### config.mk
export PLATFORM = sky130hd
export DESIGN_NAME = posit_normalize_accum_pipe
export DESIGN_NICKNAME = d
export VERILOG_FILES = /design/src/rtl/posit_normalize_accum_pipe_pkg.sv /design/src/rtl/posit_normalize_accum_pipe_round_sat.sv /design/src/rtl/posit_normalize_accum_pipe.sv
export SDC_FILE = /design/constraint.sdc
export NUM_CORES = 1
export LEC_CHECK = 0
export ABC_AREA = 1
export BUFFER_PORTS_ARGS = -buffer_cell sky130_fd_sc_hd__buf_2
export CORE_MARGIN = 3
export CORE_UTILIZATION = 40
export DETAILED_ROUTE_END_ITERATION = 7
export SYNTH_ARGS = -nofsm -noshare
export SYNTH_HDL_FRONTEND = slang
export SYNTH_HIERARCHICAL = 1
export SYNTH_SLANG_ARGS = --single-unit
### constraint.sdc
create_clock -name clk -period 3.9 [get_ports clk]
set_input_delay 0.78 -clock clk [delete_from_list [all_inputs] [get_ports clk]]
set_output_delay 0.78 -clock clk [all_outputs]
set_load 0.005 [all_outputs]
### src/rtl/posit_normalize_accum_pipe_pkg.sv
// Shared posit definitions: default geometry, accumulator value bundle,
// and maxpos/minpos magnitude helpers used by the encoder pipeline.
package posit_normalize_accum_pipe_pkg;

   localparam int unsigned POSIT_NBITS = 32;
   localparam int unsigned POSIT_ES    = 2;
   localparam int unsigned ACC_FBITS   = 147;
   localparam int unsigned ACC_SCALE_W = 8;

   // Accumulator value in default geometry
   typedef struct packed {
      logic                   sgn;
      logic [ACC_SCALE_W-1:0] scale;
      logic [ACC_FBITS-1:0]   fraction;
      logic                   inf;
      logic                   zero;
   } value_accum_t;

   // Largest posit magnitude (all ones below the sign bit)
   function automatic logic [63:0] maxpos_mag(input int unsigned nbits);
      return (64'd1 << (nbits - 1)) - 64'd1;
   endfunction

   // Smallest nonzero posit magnitude
   function automatic logic [63:0] minpos_mag();
      return 64'd1;
   endfunction

endpackage

### src/rtl/posit_normalize_accum_pipe_round_sat.sv
// Final-stage rounding and saturation (combinational).
// Ports: sgn_i/mag_i/guard_i/sticky_i  truncated magnitude plus round bits
//        inf_i/zero_i                  special-case flags
//        result_c/inf_c/zero_c         encoded posit and its flags
module posit_normalize_accum_pipe_round_sat
   import posit_normalize_accum_pipe_pkg::*;
#(
   parameter int unsigned NBITS = POSIT_NBITS
) (
   input  logic             sgn_i,
   input  logic [NBITS-2:0] mag_i,
   input  logic             guard_i,
   input  logic             sticky_i,
   input  logic             inf_i,
   input  logic             zero_i,
   output logic [NBITS-1:0] result_c,
   output logic             inf_c,
   output logic             zero_c
);

   logic             inc;
   logic [NBITS-1:0] rounded;
   logic [NBITS-2:0] sat;
   logic [NBITS-2:0] signed_mag;

   // Nearest-even round, clamp into [minpos, maxpos], apply sign, then specials
   always_comb begin
      result_c   = '0;
      inf_c      = 1'b0;
      zero_c     = 1'b0;
      inc        = guard_i & (mag_i[0] | sticky_i);
      rounded    = {1'b0, mag_i} + NBITS'(inc);
      if (rounded[NBITS-1]) begin
         sat = (NBITS-1)'(maxpos_mag(NBITS));
      end else if (rounded[NBITS-2:0] == '0) begin
         sat = (NBITS-1)'(minpos_mag());
      end else begin
         sat = rounded[NBITS-2:0];
      end
      signed_mag = sgn_i ? -sat : sat;
      if (inf_i) begin
         result_c[NBITS-1] = 1'b1;
         inf_c             = 1'b1;
      end else if (zero_i) begin
         zero_c = 1'b1;
      end else begin
         result_c = {sgn_i, signed_mag};
      end
   end

endmodule

### src/rtl/posit_normalize_accum_pipe.sv
// Three-stage posit encoder for normalized accumulator values.
// Ports: clk/reset                  clock, async active-high reset
//        in_valid/in_ready          input handshake
//        in_sgn/in_scale/in_fraction/in_inf/in_zero/in_truncated  input value
//        out_valid/out_ready        output handshake (global stall)
//        out_result/out_inf/out_zero  encoded posit and flags
module posit_normalize_accum_pipe
   import posit_normalize_accum_pipe_pkg::*;
#(
   parameter int unsigned NBITS   = POSIT_NBITS,
   parameter int unsigned ES      = POSIT_ES,
   parameter int unsigned FBITS   = ACC_FBITS,
   parameter int unsigned SCALE_W = ACC_SCALE_W
) (
   input  logic               clk,
   input  logic               reset,
   input  logic               in_valid,
   output logic               in_ready,
   input  logic               in_sgn,
   input  logic [SCALE_W-1:0] in_scale,
   input  logic [FBITS-1:0]   in_fraction,
   input  logic               in_inf,
   input  logic               in_zero,
   input  logic               in_truncated,
   output logic               out_valid,
   input  logic               out_ready,
   output logic [NBITS-1:0]   out_result,
   output logic               out_inf,
   output logic               out_zero
);

   // Fraction bits that can ever reach the word or guard; the rest is sticky
   localparam int unsigned FT_W      = NBITS - 2 - ES;
   localparam int unsigned LO_W      = FBITS - FT_W;
   localparam int unsigned SH_W      = $clog2(NBITS);
   localparam int unsigned K_W       = SH_W + 1;
   localparam int unsigned EXT_W     = 2 * NBITS - 2;
   localparam int          SCALE_MAX = int'((NBITS - 2) << ES);
   localparam int          EXP_MASK  = int'((1 << ES) - 1);

   logic stall;

   // S1 state
   logic              s1_valid_q, s1_sgn_q, s1_inf_q, s1_zero_q, s1_neg_q, s1_sticky_q;
   logic [SH_W-1:0]   s1_sh_q;
   logic [NBITS-3:0]  s1_body_q;
   // S2 state
   logic              s2_valid_q, s2_sgn_q, s2_inf_q, s2_zero_q, s2_guard_q, s2_sticky_q;
   logic [NBITS-2:0]  s2_mag_q;
   // Output state
   logic              out_valid_q, out_inf_q, out_zero_q;
   logic [NBITS-1:0]  out_result_q;

   // Next-state values
   logic signed [31:0]    scale_s, scale_c;
   logic signed [K_W-1:0] k_d;
   logic                  s1_neg_d, s1_sticky_d;
   logic [SH_W-1:0]       s1_sh_d;
   logic [NBITS-3:0]      exp_d, s1_body_d;
   logic [EXT_W-1:0]      ext_d, shifted_d;
   logic [NBITS-2:0]      s2_mag_d;
   logic                  s2_guard_d, s2_sticky_d;
   logic [NBITS-1:0]      out_result_d;
   logic                  out_inf_d, out_zero_d;

   assign stall      = out_valid_q & ~out_ready;
   assign in_ready   = ~stall;
   assign out_valid  = out_valid_q;
   assign out_result = out_result_q;
   assign out_inf    = out_inf_q;
   assign out_zero   = out_zero_q;

   // S1: clamp scale, split into regime run length and exponent, pre-sticky
   always_comb begin
      scale_s = 32'(signed'(in_scale));
      if (scale_s > SCALE_MAX) begin
         scale_c = SCALE_MAX;
      end else if (scale_s < -SCALE_MAX) begin
         scale_c = -SCALE_MAX;
      end else begin
         scale_c = scale_s;
      end
      k_d         = K_W'(scale_c >>> ES);
      s1_neg_d    = k_d[K_W-1];
      // Shift that stretches the "10"/"01" seed into the full regime run
      s1_sh_d     = s1_neg_d ? SH_W'(~k_d) : SH_W'(k_d);
      exp_d       = (NBITS-2)'(scale_c & EXP_MASK);
      s1_body_d   = (exp_d << FT_W) | (NBITS-2)'(in_fraction[FBITS-1 -: FT_W]);
      s1_sticky_d = in_truncated | (|in_fraction[LO_W-1:0]);
   end

   // S2: regime insertion; positive regimes fill with ones, negative with zeros
   always_comb begin
      ext_d       = {(s1_neg_q ? 2'b01 : 2'b10), s1_body_q, (NBITS-2)'(0)};
      shifted_d   = s1_neg_q ? (ext_d >> s1_sh_q) : ~((~ext_d) >> s1_sh_q);
      s2_mag_d    = shifted_d[EXT_W-1 -: NBITS-1];
      s2_guard_d  = shifted_d[NBITS-2];
      s2_sticky_d = s1_sticky_q | (|shifted_d[NBITS-3:0]);
   end

   // S3: round, saturate, negate, special cases
   posit_normalize_accum_pipe_round_sat #(
      .NBITS (NBITS)
   ) u_round_sat (
      .sgn_i    (s2_sgn_q),
      .mag_i    (s2_mag_q),
      .guard_i  (s2_guard_q),
      .sticky_i (s2_sticky_q),
      .inf_i    (s2_inf_q),
      .zero_i   (s2_zero_q),
      .result_c (out_result_d),
      .inf_c    (out_inf_d),
      .zero_c   (out_zero_d)
   );

   // Pipeline registers; everything freezes together on a downstream stall
   always_ff @(posedge clk or posedge reset) begin
      if (reset) begin
         s1_valid_q   <= 1'b0;
         s1_sgn_q     <= 1'b0;
         s1_inf_q     <= 1'b0;
         s1_zero_q    <= 1'b0;
         s1_neg_q     <= 1'b0;
         s1_sticky_q  <= 1'b0;
         s1_sh_q      <= '0;
         s1_body_q    <= '0;
         s2_valid_q   <= 1'b0;
         s2_sgn_q     <= 1'b0;
         s2_inf_q     <= 1'b0;
         s2_zero_q    <= 1'b0;
         s2_guard_q   <= 1'b0;
         s2_sticky_q  <= 1'b0;
         s2_mag_q     <= '0;
         out_valid_q  <= 1'b0;
         out_inf_q    <= 1'b0;
         out_zero_q   <= 1'b0;
         out_result_q <= '0;
      end else if (!stall) begin
         s1_valid_q   <= in_valid;
         s1_sgn_q     <= in_sgn;
         s1_inf_q     <= in_inf;
         s1_zero_q    <= in_zero;
         s1_neg_q     <= s1_neg_d;
         s1_sticky_q  <= s1_sticky_d;
         s1_sh_q      <= s1_sh_d;
         s1_body_q    <= s1_body_d;
         s2_valid_q   <= s1_valid_q;
         s2_sgn_q     <= s1_sgn_q;
         s2_inf_q     <= s1_inf_q;
         s2_zero_q    <= s1_zero_q;
         s2_guard_q   <= s2_guard_d;
         s2_sticky_q  <= s2_sticky_d;
         s2_mag_q     <= s2_mag_d;
         out_valid_q  <= s2_valid_q;
         out_inf_q    <= out_inf_d;
         out_zero_q   <= out_zero_d;
         out_result_q <= out_result_d;
      end
   end

endmodule

==> reports/results.tsv <==
metric	value	unit
CP arrival	3.85	ns
Lkg Pwr	5.77	nW
largest fanout on the critical path	7	
die area	0.0246	mm2
CTS H-Tree Depth	4	
Crit path buffers/inverters	3	
layout cells sized above 1	0.183	
CP peak stage delay	0.36	ns
final instance area	0.0109	mm2
Post-synth EDFFs	0	
WP depth	28	
HPWL after DPL	24100	um
GR peak layer	met2	
CTS max path bufs	2	
vias	10300	
Slowest cell on crit path	dfrtp_1	
worst r2r path cells	28	
Mapped Cells	1514	
count of final setup violators	0	
worst setup margin	0.418	ns
met2 usage	0.415	
Top FF cell, synth	dfrtp_1	
die width	157	um
synthesized flop and latch total	113	
Pwr per Cell Area	714	mW/mm2
Final ANT Viol Nets	0	
routing usage on met3	0.0395	
M1 GR Usage	0.344	
mapped cell area	0.00909	mm2
CTS Sinks	113	
NetSw	0.00388	W
Tcrit/Tclk final	0.893	
I/O Pins	199	
number of DRC markers in iteration 0	914	
Layout area overhead	20.1	%
sequential area share after synthesis	0.311	
CP required	4.26	ns
crit-path leading delay family	simple AND/OR/NAND/NOR gates	
area of the core	0.0221	mm2
Via density	5.24	
post-synthesis async set-or-reset flop share	1.00	
clock insertion delay at the later pin of the skew report	0.43	ns
Post-CTS Hold Buffers	0	
GRT Resource Usage Total	0.254	
DR DRC count	0	
Worst Setup SP	s2_guard_q	
WL/cell	15.8	um
CTS Buf Count	17	
Avg Cell Area, Syn	6.00	um2
# Max-Cap Violations	0	
Placed Cells	1941	
final core occ	0.494	
DP Worst Slack	0.245	ns
Post-layout nets	1849	
Worst Skew	0.0143	ns
Total Wirelength	31200	um
Initial Utilization	0.411	
GP Congestion	0.932	
I/O Buffers	198	
number of fill cells	2359	
status	complete, no violations	
Net Sw Frac	0.498	
Placed Instance Area	0.0103	mm2
clock slew at reported path FFs	0.06	ns
max_slew headroom	0.214	
Yosys cell types	50	
minimum clock period	3.48	ns
first-pass GRT wire length	49800	um
maximum vdd drop	0.286	mV
Max Transition Viols Final	0	
Cell Rows	54	
CP Capture Type	flop	
internal power	0.00391	W
Reg2Reg Launch Point	s2_guard_q	
largest net degree at the start of global routing	103	
Clock Power Share	0.203	
CP Launch Type	flop	
post-synthesis net count	1682	
die height	157	um
WS Path Type	flop to flop	
sequential power share	0.264	
Synthesis Warnings	6	
FMAX	287	MHz
non-filler cells, final	1975	
Worst-Margin Slew	1.18	ns
Hold Path Class	flop to flop	
GR Overflow Total	0	
hold-critical path depth	1	
Pre-antenna DRT Iters	5	
clk root buf	clkbuf_16	
most used cell, CP	nand2_1	
footprint of the multi-input gates	0.00560	mm2
TritonCTS clock tree	yes	
FF+latch area	0.00283	mm2
vias in the first global route	9531	
hold_sp	s2_valid_q	
initial antenna violation count	1	
combinational fraction of design power	0.533	
Fin. Hold Viols	0	
[power groups by stage]
stage	Sequential, W	Clock, W	Combinational, W
floorplan	0.00192	0	0.00300
global placement	0.00207	0	0.00409
detailed placement	0.00207	0	0.00410
CTS	0.00206	0.00161	0.00412
global route	0.00211	0.00166	0.00474
finish	0.00205	0.00158	0.00415
[state kept, by name, summed over array words and instances, names as in the netlist, 5 cells and up]
signal      count
s1_sh_q         5
out_result     32
s1_body_q      30
s2_mag_q       31
[final timing paths]
kind / end / slack (ns)
min in group asynchronous: s2_mag_q[17] / 0.52
max: out_result[22] / 0.42
min: out_valid / 0.46
max in group asynchronous: out_result[31] / 2.61
max reg2reg: out_result[22] / 0.42
min reg2reg: out_valid / 0.46
[per-stage QoR]
| step | TNS [ns] | hold WS [ns] | total power, W |
|---|---|---|---|
| global route | -0.0444 | 0.484 | 0.00851 |
| floorplan | 0 | 0.440 | 0.00492 |
| detailed placement | 0 | 0.450 | 0.00617 |
| CTS | 0 | 0.463 | 0.00779 |
| finish | 0 | 0.461 | 0.00779 |
| global placement | 0 | 0.454 | 0.00616 |
[cell usage in the layout (no fill, tap or decap), types with 5 or more instances in the layout]
master	instances
nand4_1	17
nand2_1	614
clkinv_2	5
inv_2	8
clkinvlp_4	5
o21ai_0	63
a21oi_1	42
inv_1	96
nand2_2	11
nor2_4	8
nand3_1	171
a31oi_1	11
o21a_1	5
nor2_1	155
o21ai_1	16
clkbuf_16	17
buf_2	198
nor4_1	30
nor2_2	8
nand3b_1	9
dfrtp_1	113
buf_4	16
nor3_1	13
[area by class of cell]
type,instances,share of cell area
Clock buffer,19,0.0415
Tap cell,280,0.0321
Sequential cell,113,0.259
Timing Repair Buffer,215,0.104
Antenna cell,1,0.000229
Inverter,109,0.0378
Multi-Input combinational cell,1225,0.513
Clock inverter,13,0.0124
[per-layer routing]
metal / vias to the layer above / wire length, um
met1: 4666 / 13900
met4: 0 / 709
li1: 5264 / -
met5: - / 0
met3: 50 / 1780
met2: 366 / 14800
[cell families after synthesis]
| kind of cell | share of synthesized area |
|---|---|
| buffers and inverters | 0.0784 |
| adders and majority gates | 0.00688 |
| xor gates and xnor gates | 0.00385 |
| AOI/OAI and AO/OA | 0.0990 |
| and+or+nand+nor | 0.501 |
| DFF | 0.311 |
[repair_timing]
| action | CTS | global route |
|---|---|---|
| gates resized for setup | 0 | 10 |
| endpoints found under the setup margin | 0 | 9 |
| buffers inserted | 0 | 1 |
[synth_stat cells, types with 2 or more instances]
| library cell | count | area (um2) |
|---|---|---|
| a31oi_1 | 11 | 68.8 |
| a21oi_2 | 2 | 17.5 |
| nor3_4 | 2 | 32.5 |
| o21ai_0 | 63 | 315 |
| a21oi_1 | 43 | 215 |
| nand3_2 | 2 | 20.0 |
| or2_2 | 2 | 12.5 |
| nor2_1 | 157 | 589 |
| nand2_1 | 614 | 2300 |
| nor4_1 | 30 | 188 |
| buf_4 | 5 | 37.5 |
| dfrtp_1 | 113 | 2830 |
| nor2_8 | 2 | 40.0 |
| inv_2 | 9 | 33.8 |
| nand3b_1 | 9 | 67.6 |
| nand4_1 | 17 | 106 |
| xnor2_1 | 3 | 26.3 |
| buf_1 | 13 | 48.8 |
| o21a_1 | 5 | 37.5 |
| o211ai_1 | 4 | 30.0 |
| nand2_2 | 12 | 75.1 |
| nand2_4 | 2 | 22.5 |
| ha_1 | 5 | 62.6 |
| o22ai_1 | 3 | 18.8 |
| buf_2 | 21 | 105 |
| nor2_4 | 3 | 33.8 |
| inv_1 | 97 | 364 |
| nor3_1 | 14 | 70.1 |
| nor2_2 | 11 | 68.8 |
| clkbuf_1 | 27 | 101 |
| nand3_1 | 172 | 861 |
| clkinv_1 | 3 | 11.3 |
| a32oi_1 | 2 | 17.5 |
| o21ai_1 | 16 | 80.1 |
| o21ai_2 | 3 | 26.3 |
| nor3_2 | 3 | 30.0 |
[worst register-to-register path: cells and delay by family (launching register included)]
family,cells,cell delay [ns]
AOI/OAI and AO/OA,3,0.32
adders and majority gates,2,0.36
buffers and inverters,3,0.22
DFF,1,0.36
and+or+nand+nor,20,2.18
No activity file was read; power rests on OpenSTA's default activity.
